File: src/rtl/axi4_pkg.sv
// Shared AXI4 types and beat-geometry constants for the memory slave front end.
package axi4_pkg;

    typedef enum logic [1:0] {
        FIXED = 2'b00,
        INCR  = 2'b01,
        WRAP  = 2'b10
    } burst_t;

    typedef enum logic [1:0] {
        OKAY   = 2'b00,
        EXOKAY = 2'b01,
        SLVERR = 2'b10,
        DECERR = 2'b11
    } resp_t;

    typedef enum logic [2:0] {
        IDLE,
        WR_DATA,
        WR_RESP,
        RD_MEM,
        RD_CAP,
        RD_DATA
    } state_t;

    localparam int BUS_DATA_WIDTH = 32;
    localparam int BYTES_PER_BEAT = BUS_DATA_WIDTH / 8;
    localparam int ADDR_LSB       = $clog2(BYTES_PER_BEAT);

    function automatic int addr_lsb_for(input int data_width);
        return $clog2(data_width / 8);
    endfunction

endpackage

File: src/rtl/axi4_mem_slave_fsm.sv
// AXI4 INCR-burst slave that turns each beat into one single-port memory access.
// One burst in flight; writes win over reads when both address channels are valid.
module axi4_mem_slave_fsm
    import axi4_pkg::*;
#(
    parameter int DATA_WIDTH     = 32,
    parameter int ADDR_WIDTH     = 16,
    parameter int MEMORY_DEPTH   = 1024,
    parameter int MEM_ADDR_WIDTH = $clog2(MEMORY_DEPTH)
) (
    input  logic                      ACLK,
    input  logic                      ARESETn,
    input  logic [ADDR_WIDTH-1:0]     AWADDR,
    input  logic [7:0]                AWLEN,
    input  logic [2:0]                AWSIZE,
    input  logic [1:0]                AWBURST,
    input  logic                      AWVALID,
    output logic                      AWREADY,
    input  logic [DATA_WIDTH-1:0]     WDATA,
    input  logic                      WLAST,
    input  logic                      WVALID,
    output logic                      WREADY,
    output logic [1:0]                BRESP,
    output logic                      BVALID,
    input  logic                      BREADY,
    input  logic [ADDR_WIDTH-1:0]     ARADDR,
    input  logic [7:0]                ARLEN,
    input  logic [2:0]                ARSIZE,
    input  logic [1:0]                ARBURST,
    input  logic                      ARVALID,
    output logic                      ARREADY,
    output logic [DATA_WIDTH-1:0]     RDATA,
    output logic [1:0]                RRESP,
    output logic                      RLAST,
    output logic                      RVALID,
    input  logic                      RREADY,
    output logic                      mem_en,
    output logic                      mem_we,
    output logic [MEM_ADDR_WIDTH-1:0] mem_addr,
    output logic [DATA_WIDTH-1:0]     mem_wdata,
    input  logic [DATA_WIDTH-1:0]     mem_rdata
);

    localparam int                    LSB       = addr_lsb_for(DATA_WIDTH);
    localparam logic [2:0]            BEAT_SIZE = 3'(LSB);
    localparam logic [ADDR_WIDTH-1:0] ADDR_MASK = ADDR_WIDTH'((1 << LSB) - 1);

    state_t                    state;
    logic [MEM_ADDR_WIDTH-1:0] idx;
    logic [7:0]                len;
    logic [7:0]                beat_cnt;
    logic                      err;
    logic                      wlast_err;
    logic                      bvalid_q;
    logic                      rvalid_q;
    logic                      rlast_q;
    resp_t                     bresp_q;
    resp_t                     rresp_q;
    logic [DATA_WIDTH-1:0]     rdata_q;

    logic                  take_wr;
    logic                  take_rd;
    logic                  w_beat;
    logic                  last_beat;
    logic                  wlast_bad;
    logic [ADDR_WIDTH-1:0] a_addr;
    logic [7:0]            a_len;
    logic [2:0]            a_size;
    logic [1:0]            a_burst;
    logic [31:0]           a_end;
    logic                  a_err;

    // AWVALID steers the shared attribute mux because a write always wins the IDLE cycle.
    always_comb begin
        a_addr  = AWVALID ? AWADDR  : ARADDR;
        a_len   = AWVALID ? AWLEN   : ARLEN;
        a_size  = AWVALID ? AWSIZE  : ARSIZE;
        a_burst = AWVALID ? AWBURST : ARBURST;
        a_end   = 32'(a_addr >> LSB) + 32'(a_len);
        a_err   = (a_burst != INCR) || (a_size != BEAT_SIZE) ||
                  ((a_addr & ADDR_MASK) != '0) || (a_end >= 32'(MEMORY_DEPTH));
    end

    assign AWREADY   = ARESETn && (state == IDLE);
    assign ARREADY   = ARESETn && (state == IDLE) && !AWVALID;
    assign WREADY    = ARESETn && (state == WR_DATA);
    assign take_wr   = AWVALID && AWREADY;
    assign take_rd   = ARVALID && ARREADY;
    assign w_beat    = WVALID && WREADY;
    assign last_beat = (beat_cnt == len);
    assign wlast_bad = (WLAST != last_beat);

    assign mem_en    = ARESETn && !err &&
                       (((state == WR_DATA) && WVALID) || (state == RD_MEM));
    assign mem_we    = ARESETn && !err && (state == WR_DATA) && WVALID;
    assign mem_addr  = idx;
    assign mem_wdata = WDATA;

    assign BVALID = ARESETn && bvalid_q;
    assign BRESP  = bresp_q;
    assign RVALID = ARESETn && rvalid_q;
    assign RRESP  = rresp_q;
    assign RLAST  = rlast_q;
    assign RDATA  = rdata_q;

    always_ff @(posedge ACLK) begin
        if (!ARESETn) begin
            state     <= IDLE;
            idx       <= '0;
            len       <= '0;
            beat_cnt  <= '0;
            err       <= 1'b0;
            wlast_err <= 1'b0;
            bvalid_q  <= 1'b0;
            rvalid_q  <= 1'b0;
            rlast_q   <= 1'b0;
            bresp_q   <= OKAY;
            rresp_q   <= OKAY;
            rdata_q   <= '0;
        end else begin
            case (state)
                IDLE: begin
                    if (take_wr || take_rd) begin
                        idx       <= MEM_ADDR_WIDTH'(a_addr >> LSB);
                        len       <= a_len;
                        beat_cnt  <= '0;
                        err       <= a_err;
                        wlast_err <= 1'b0;
                        state     <= take_wr ? WR_DATA : RD_MEM;
                    end
                end
                WR_DATA: begin
                    if (w_beat) begin
                        if (wlast_bad) begin
                            wlast_err <= 1'b1;
                        end
                        // Termination follows the beat count; WLAST only feeds the error.
                        if (last_beat) begin
                            bvalid_q <= 1'b1;
                            bresp_q  <= (err || wlast_err || wlast_bad) ? SLVERR : OKAY;
                            state    <= WR_RESP;
                        end else begin
                            beat_cnt <= beat_cnt + 8'd1;
                            idx      <= idx + 1'b1;
                        end
                    end
                end
                WR_RESP: begin
                    if (BREADY) begin
                        bvalid_q <= 1'b0;
                        bresp_q  <= OKAY;
                        state    <= IDLE;
                    end
                end
                RD_MEM: begin
                    state <= RD_CAP;
                end
                RD_CAP: begin
                    rdata_q  <= err ? '0 : mem_rdata;
                    rresp_q  <= err ? SLVERR : OKAY;
                    rlast_q  <= last_beat;
                    rvalid_q <= 1'b1;
                    state    <= RD_DATA;
                end
                RD_DATA: begin
                    if (RREADY) begin
                        rvalid_q <= 1'b0;
                        rlast_q  <= 1'b0;
                        if (last_beat) begin
                            state <= IDLE;
                        end else begin
                            beat_cnt <= beat_cnt + 8'd1;
                            idx      <= idx + 1'b1;
                            state    <= RD_MEM;
                        end
                    end
                end
                default: begin
                    state <= IDLE;
                end
            endcase
        end
    end

endmodule

File: config.mk
export PLATFORM = sky130hd
export DESIGN_NAME = axi4_mem_slave_fsm
export DESIGN_NICKNAME = d
export VERILOG_FILES = /design/src/rtl/axi4_pkg.sv /design/src/rtl/axi4_mem_slave_fsm.sv
export SDC_FILE = /design/constraint.sdc
export NUM_CORES = 1
export LEC_CHECK = 0
export ABC_AREA = 1
export CAP_MARGIN = 20
export CORE_UTILIZATION = 41
export DETAILED_ROUTE_END_ITERATION = 12
export GPL_ROUTABILITY_DRIVEN = 0
export GPL_TIMING_DRIVEN = 1
export HOLD_SLACK_MARGIN = 0.05
export PLACE_DENSITY = 0.85
export RECOVER_POWER = 100
export SYNTH_ARGS = -nofsm -noshare
export SYNTH_HDL_FRONTEND = slang
export SYNTH_SLANG_ARGS = --single-unit
File: constraint.sdc
create_clock -name ACLK -period 3.02 [get_ports ACLK]
set_input_delay 0.755 -clock ACLK [delete_from_list [all_inputs] [get_ports ACLK]]
set_output_delay 0.755 -clock ACLK [all_outputs]
set_load 0.1 [all_outputs]
# Yosys cells after proc, flatten, opt, wreduce, memory -nomap -nowiden
# Index checks and enable logic that the tools add are counted.
[op_classes] addsub=3 multipliers=0 div_mod_pow=0 magnitude_cmp=1 eq_ne=15 shifts=0 n_mux=40 bitwise_logic=0 n_reduce_logical=34
[ops] operator="$mux 10" n=4
[ops] operator="$mux 8" n=5
[ops] operator="$mux 32" n=1
[ops] operator="$pmux 10 s3" n=1
[ops] operator="$pmux 8 s3" n=1
[ops] operator="$mux 3" n=6
[ops] operator="$pmux 3 s6" n=1
[ops] operator="$mux 16" n=1
[ops] operator="$mux 2" n=8
[ops] operator="$reduce_bool 16->1" n=1
[ops] operator="$add 14x8->15" n=1
[ops] operator="$ge 15x11->1 const B" n=1
[ops] operator="$logic_and 1x1->1" n=13
[ops] operator="$reduce_and 4->1" n=3
[ops] operator="$add 10x1->10 const B" n=1
[ops] operator="$ne 2x2->1 const B" n=5
[ops] operator="$add 8x1->8 const B" n=1
[ops] operator="$eq 8x8->1" n=1
[ops] operator="$pmux 1 s2" n=4
[ops] operator="$logic_or 1x1->1" n=7
[ops] operator="$mux 1" n=7
[ops] operator="$eq 3x2->1 const B" n=2
[ops] operator="$eq 3x3->1 const B" n=2
[ops] operator="$reduce_bool 2->1" n=3
[ops] operator="other kinds (10)" n=13
[totals] register_bits=70 latchBits=0 mem_bits_rw=0 romBits=0 in_bits=130 output_inout_bits=86 wordCells=105 memories=0

# Logic depth before layout (Yosys ltp)
# Gate-level depths: netlist of run 1.
[logic_depth] depth_word=7 ltp_mapped=19 depth_no_buf=17

# Worst setup path before layout of run 1
# No wires, ideal clock.
[synth_path] path_kind="in2out" startpoint="input port WVALID" endpoint="output port mem_en" arrival_ns=5.511 required_time_ns=2.265 setup_slack_ns=-3.246 stages=2 n_path_buf=0 cell_sequence="inv_1 -> a2111oi_0"
[synth_via] elab_chain_len=3
[synth_rtl] item="start, declared" line_no="axi4_mem_slave_fsm.sv:21" source="input logic WVALID,"
[synth_rtl] item="$logic_and 1x1->1" line_no="axi4_mem_slave_fsm.sv:94" source="(((state == WR_DATA) && WVALID) || (state == RD_MEM));"
[synth_rtl] item="$logic_or 1x1->1" line_no="axi4_mem_slave_fsm.sv:94"
[synth_rtl] item="$logic_and 1x1->1" line_no="axi4_mem_slave_fsm.sv:93" source="assign mem_en = ARESETn && !err &&"
[synth_rtl] item="end, declared" line_no="axi4_mem_slave_fsm.sv:37" source="output logic mem_en,"
# Every way passes these cells.

# Worst setup path in the final report of run 1
[layout_path] startpoint="input port ARESETn" endpoint="output port mem_en"
[layout_via] elab_chain_len=2
[layout_rtl] item="start, declared" line_no="axi4_mem_slave_fsm.sv:12" source="input logic ARESETn,"
[layout_rtl] item="$logic_and 1x1->1 (2 in series)" line_no="axi4_mem_slave_fsm.sv:93"
# Every way passes these cells.

==> results.cfg, run 1 <==
[logic_synthesis]
netlist_area_um2 = 4250
yosysWarnings = 0
synth_edf_count = 0
synthTopCellsByArea = dfxtp_1 (32%), nand2_1 (25%), a21oi_1 (6.9%)
synth_top_area_cell = dfxtp_1
synth.most_common_cell = nand2_1
yosysSeqAreaShare = 0.320
avgSynthCellArea_um2 = 6.17
ys_types = 35
synth_common_cells = nand2_1 (287), dfxtp_1 (68), inv_1 (65)
synth_cells = 689
ys_ff_latch = 68
netlist.area_leader.share = 0.320
synthFlopType = dfxtp_1
async_flop_share = 0

[floorplan]
rows = 36
die_area_um2 = 10800
die_y_um = 104
dieWidth_um = 104
initial_core_util = 0.429
coreArea_um2 = 9910
ios = 216

[critical_path]
worstReg2RegStart = state[1]$_SDFFE_PN0P_
crit_required_ps = 2260
startpoint = ARESETn
crit_arrival_ps = 2110
end_kind = primary output
path_class = in2out
start_kind = input pin
regToRegSetupSlack_ps = 560
path_max_fanout = 7

[detailed_routing]
post_drt_wl_per_cell_um = 12.4
dr.pass1.iters = 5
antenna_left = 0
wl_um = 11700
post-route-drc-count = 0
dr_total_vias = 4495
post_drt_via_cell_ratio = 4.76
drt_iter0_markers = 244

[clock_tree]
cts.sinks = 68
clk_latency_ps = 340
clock_path_buffers = 2
root_buffer = clkbuf_8
cts_setup_buffers = 0
h-tree-depth = 3
ctsHoldBuffers = 0
cts_tree = built
clk_pin_slew_ps = 70
cts_resized = 0
cts_made_buffers = 9

[global_routing]
grt_overflow_total = 0
first_global_vias = 4194
gr-usage-all-layers = 0.222
antenna_found_initial = 0
grt_max_degree = 35
grt_pass1_wl_um = 19800

[timing]
rsz0062_at_grt = false
finalSetupViolCount = 0
timing.fmax_mhz = 349
drv_slew = 0
clock-skew-final_ps = 16.9
hold_violations = 0
finalCritPeriodShare = 0.950
fin_setup_tns_ps = 0
tightest_slew_ps = 1310
relSlewSlack = 0.127
finalCriticalPeriod_ps = 2870

[final_layout]
finish.utilization = 0.564
n_antenna_cell = 0
drive_gt1_frac = 0.0641
n_fill_cell = 997
syn_to_final_growth_pct = 31.6
finalNetCount = 947

[worst_hold_path]
hp-start = RDATA[6]$_SDFFE_PN0P_
hold_class = reg2reg

[placement]
hpwl_um = 9060
place.port_buffers = 149

[power_and_ir_drop]
powerDensity_nw_per_um2 = 863
max-vdd-ir-drop_uv = 970
leakage_nw = 2.44

[outcome]
status = finished clean

[run]
max_cap_viol_count = 0
layout by cell type, fill, tap and decap left out, types with 2 or more instances in the layout:
cell type / netlist / routed
buf_12: 0 / 2
xor2_1: 3 / 3
or2_2: 2 / 2
nand3_1: 19 / 20
o21ai_0: 22 / 23
conb_1: 1 / 2
clkinvlp_4: 0 / 2
xnor2_1: 2 / 2
nor3_1: 5 / 5
clkbuf_4: 0 / 2
buf_4: 35 / 12
nor2_2: 4 / 3
nand4_1: 10 / 10
o21bai_1: 2 / 2
o21ai_2: 2 / 2
nor2_4: 0 / 2
a21oi_1: 59 / 59
clkbuf_1: 10 / 48
inv_1: 65 / 66
clkbuf_8: 0 / 9
clkbuf_2: 1 / 2
clkdlybuf4s50_1: 0 / 97
nand3b_1: 2 / 2
ha_1: 10 / 10
a22oi_1: 3 / 3
inv_2: 6 / 5
dfxtp_1: 68 / 68
nor2_1: 47 / 46
bufinv_16: 0 / 2
a31oi_1: 2 / 2
nand2_1: 287 / 288
per-stage QoR:
stage | hold slack (ps) | cell area [um2] | instances | total power [mW] | setup WS (ps)
after detailed placement | 457 | 5640 | 928 | 4.19 | 45.1
after global placement | 450 | 5640 | 928 | 4.16 | 116
after global routing | 479 | 5590 | 944 | 5.14 | 27.5
final | 466 | 5590 | 944 | 4.82 | 152
after floorplan | 438 | 4290 | 690 | 3.71 | 172
after CTS | 468 | 5850 | 944 | 5.02 | 131
layer usage:
layer | track usage | routed length [um] | up-vias
met5 | 0 | 0 | -
li1 | - | - | 2346
met1 | 0.276 | 5360 | 2017
met2 | 0.386 | 5740 | 122
met4 | 0.0643 | 123 | 0
met3 | 0.0428 | 519 | 10
flip-flops by register name, indices dropped and copies added, names as in the netlist:
register / count
wlast_err: 1
RRESP: 1
beat_cnt: 8
bvalid_q: 1
RLAST: 1
BRESP: 1
err: 1
RDATA: 32
len: 8
rvalid_q: 1
mem_addr: 10
state: 3
logic make-up after synthesis:
logic type / Yosys count / share of synthesized area
buffers and inverters: 129 / 0.151
xor gates and xnor gates: 5 / 0.0103
other: 1 / 0.000883
adders and majority gates: 11 / 0.0342
and+or+nand+nor: 381 / 0.365
AOI/OAI and AO/OA: 94 / 0.118
DFF: 68 / 0.320
worst paths after layout:
check                                                 to  depth (start not counted)
worst max-delay path                              mem_en                          4
worst min-delay path               RDATA[6]$_SDFFE_PN0P_                          2
worst min register to register     RDATA[6]$_SDFFE_PN0P_                          2
worst max register to register  mem_addr[3]$_SDFFE_PN0P_                         10
worst max-delay path, stage by stage:
cell,delay (ps)
clkdlybuf4s50_1,630
inv_2,130
a2111oi_4,370
buf_12,220
final cells by class:
type | count | area [um2] | area share
tap | 133 | 166 | 0.0298
clock inverter | 6 | 88.8 | 0.0159
sequential | 68 | 1360 | 0.243
multi-input combinational | 493 | 2270 | 0.405
inverter | 71 | 267 | 0.0477
timing repair buffer | 163 | 1310 | 0.235
clock buffer | 10 | 128 | 0.0228
report_power, final:
part | leakage [nW] | internal (mW) | switching (mW)
logic | 1.79 | 0.633 | 2.08
registers | 0.553 | 1.10 | 0.193
clock network | 0.102 | 0.465 | 0.354
(Power assumes the default switching activity.)
==> inputs of run 2 (changes only) <==
--- a/config.mk
+++ b/config.mk
@@ -9,7 +9,6 @@
 export CAP_MARGIN = 20
 export CORE_UTILIZATION = 41
 export DETAILED_ROUTE_END_ITERATION = 12
-export GPL_ROUTABILITY_DRIVEN = 0
 export GPL_TIMING_DRIVEN = 1
 export HOLD_SLACK_MARGIN = 0.05
 export PLACE_DENSITY = 0.85
==> results of run 2 <==
No change in the layout: final DEF, timing and power equal those of run 1.
==> inputs of run 3 (changes only) <==
--- a/config.mk
+++ b/config.mk
@@ -6,7 +6,9 @@
 export NUM_CORES = 1
 export LEC_CHECK = 0
 export ABC_AREA = 1
+export ABC_CLOCK_PERIOD_IN_PS = 3020
 export CAP_MARGIN = 20
+export CORE_ASPECT_RATIO = 0.6
 export CORE_UTILIZATION = 41
 export DETAILED_ROUTE_END_ITERATION = 12
 export GPL_TIMING_DRIVEN = 1
==> run 3 against run 2 <==
Net effect: cell count grew 0.32%; utilization grew 1.0 points; flip-flop and latch count is the same; global-route usage grew 0.49 points; sequential share of layout area shrank 0.53 points; via count grew 1.3%; hold slack lost 3.4 ps; die area grew 0.13%; largest cell class unchanged; highest routed layer unchanged.
==> results.cfg, run 3 (same netlist as run 1, synthesis figures left out) <==
[outcome]
status = finished clean

[clock_tree]
cts_made_buffers = 9
root_buffer = clkbuf_16
cts_tree = built
clk_pin_slew_ps = 50
ctsHoldBuffers = 0
cts_resized = 0
h-tree-depth = 3
clk_latency_ps = 330
clock_path_buffers = 2
cts.sinks = 68
cts_setup_buffers = 0

[power_and_ir_drop]
max-vdd-ir-drop_uv = 1240
leakage_nw = 2.50
p_total_mw = 5.20
powerDensity_nw_per_um2 = 910

[placement]
gp_congestion = 0.891
dp_slack_ps = -2.42
hpwl_um = 9550
place.port_buffers = 149

[timing]
hold_violations = 0
timing.fmax_mhz = 352
finalSetupViolCount = 0
relSlewSlack = 0.0973
drv_slew = 0
finalCritPeriodShare = 0.940
tightest_slew_ps = 1350
rsz0062_at_grt = false
whs_ps = 462
finalCriticalPeriod_ps = 2840
fin_setup_tns_ps = 0
setup_ws_ps = 181
clock-skew-final_ps = 7.07

[global_routing]
first_global_vias = 3930
gr-usage-all-layers = 0.226
antenna_found_initial = 0
grt_pass1_wl_um = 19200
grt_overflow_total = 0
grt_max_degree = 35

[detailed_routing]
antenna_left = 0
drt_iter0_markers = 285
dr_total_vias = 4554
dr.pass1.iters = 6
post-route-drc-count = 0
post_drt_via_cell_ratio = 4.81
wl_um = 12100
post_drt_wl_per_cell_um = 12.8

[final_layout]
largest_reg_flops = 32
syn_to_final_growth_pct = 34.5
finalNetCount = 948
n_antenna_cell = 0
drive_gt1_frac = 0.0665
finish.utilization = 0.574
final_cell_mix = nand2_1 (287), clkdlybuf4s50_1 (96), dfxtp_1 (68), inv_1 (67), a21oi_1 (59)
final_common_cell = nand2_1

[worst_hold_path]
hold_class = reg2reg

[floorplan]
die_area_um2 = 10800
dieWidth_um = 133
initial_core_util = 0.427
ios = 216
rows = 28
coreArea_um2 = 9950
die_y_um = 80.9

[critical_path]
start_kind = input pin
crit_arrival_ps = 2080
path_max_fanout = 5
path_class = in2out
end_kind = primary output
crit_required_ps = 2260

[run]
max_cap_viol_count = 0
-- run 3: area by class of cell --
type / instances / area, um2
Fill cell: 980 / 4230
Multi-Input combinational cell: 493 / 2280
Sequential cell: 68 / 1360
Timing Repair Buffer: 164 / 1320
Inverter: 71 / 267
Clock buffer: 12 / 246
Tap cell: 135 / 169
Clock inverter: 4 / 72.6
-- run 3: per-layer routing --
layer  track usage  up-vias  share of wire  routed length, um
met4        0.0591        0         0.0074                 89
met1         0.316     2005           0.48               5810
met2         0.319      196           0.41               4950
met5             0        -              0                  0
li1              -     2345              -                  -
met3        0.0905        8           0.10               1230
-- run 3: worst paths after layout --
check                    startpoint                        to  slack, ps  depth (start not counted)
max                         ARESETn                    mem_we        180                          6
min          RDATA[19]$_SDFFE_PN0P_    RDATA[19]$_SDFFE_PN0P_        460                          2
max reg2reg   state[1]$_SDFFE_PN0P_  beat_cnt[1]$_SDFFE_PN0P_        880                         11
min reg2reg  RDATA[19]$_SDFFE_PN0P_    RDATA[19]$_SDFFE_PN0P_        460                          2
-- run 3: through the flow --
| stage | instances | instance area (um2) |
|---|---|---|
| 2_1_floorplan | 690 | 4290 |
| 3_3_place_gp | 931 | 5650 |
| 3_5_place_dp | 931 | 5650 |
| 4_1_cts | 947 | 5960 |
| 5_1_grt | 947 | 5720 |
| 6_report | 947 | 5720 |
-- run 3: critical path, stage by stage --
cell and delay, ps:
dlygate4sd3_1 590, inv_1 150, nor2_4 140, nand2_1 120, nor2_4 100, buf_6 230
-- run 3: power by group --
part	internal, mW	leakage, nW	total, mW	switching (mW)
registers	1.10	0.553	1.30	0.197
logic	0.650	1.80	2.78	2.13
clock network	0.744	0.153	1.12	0.379
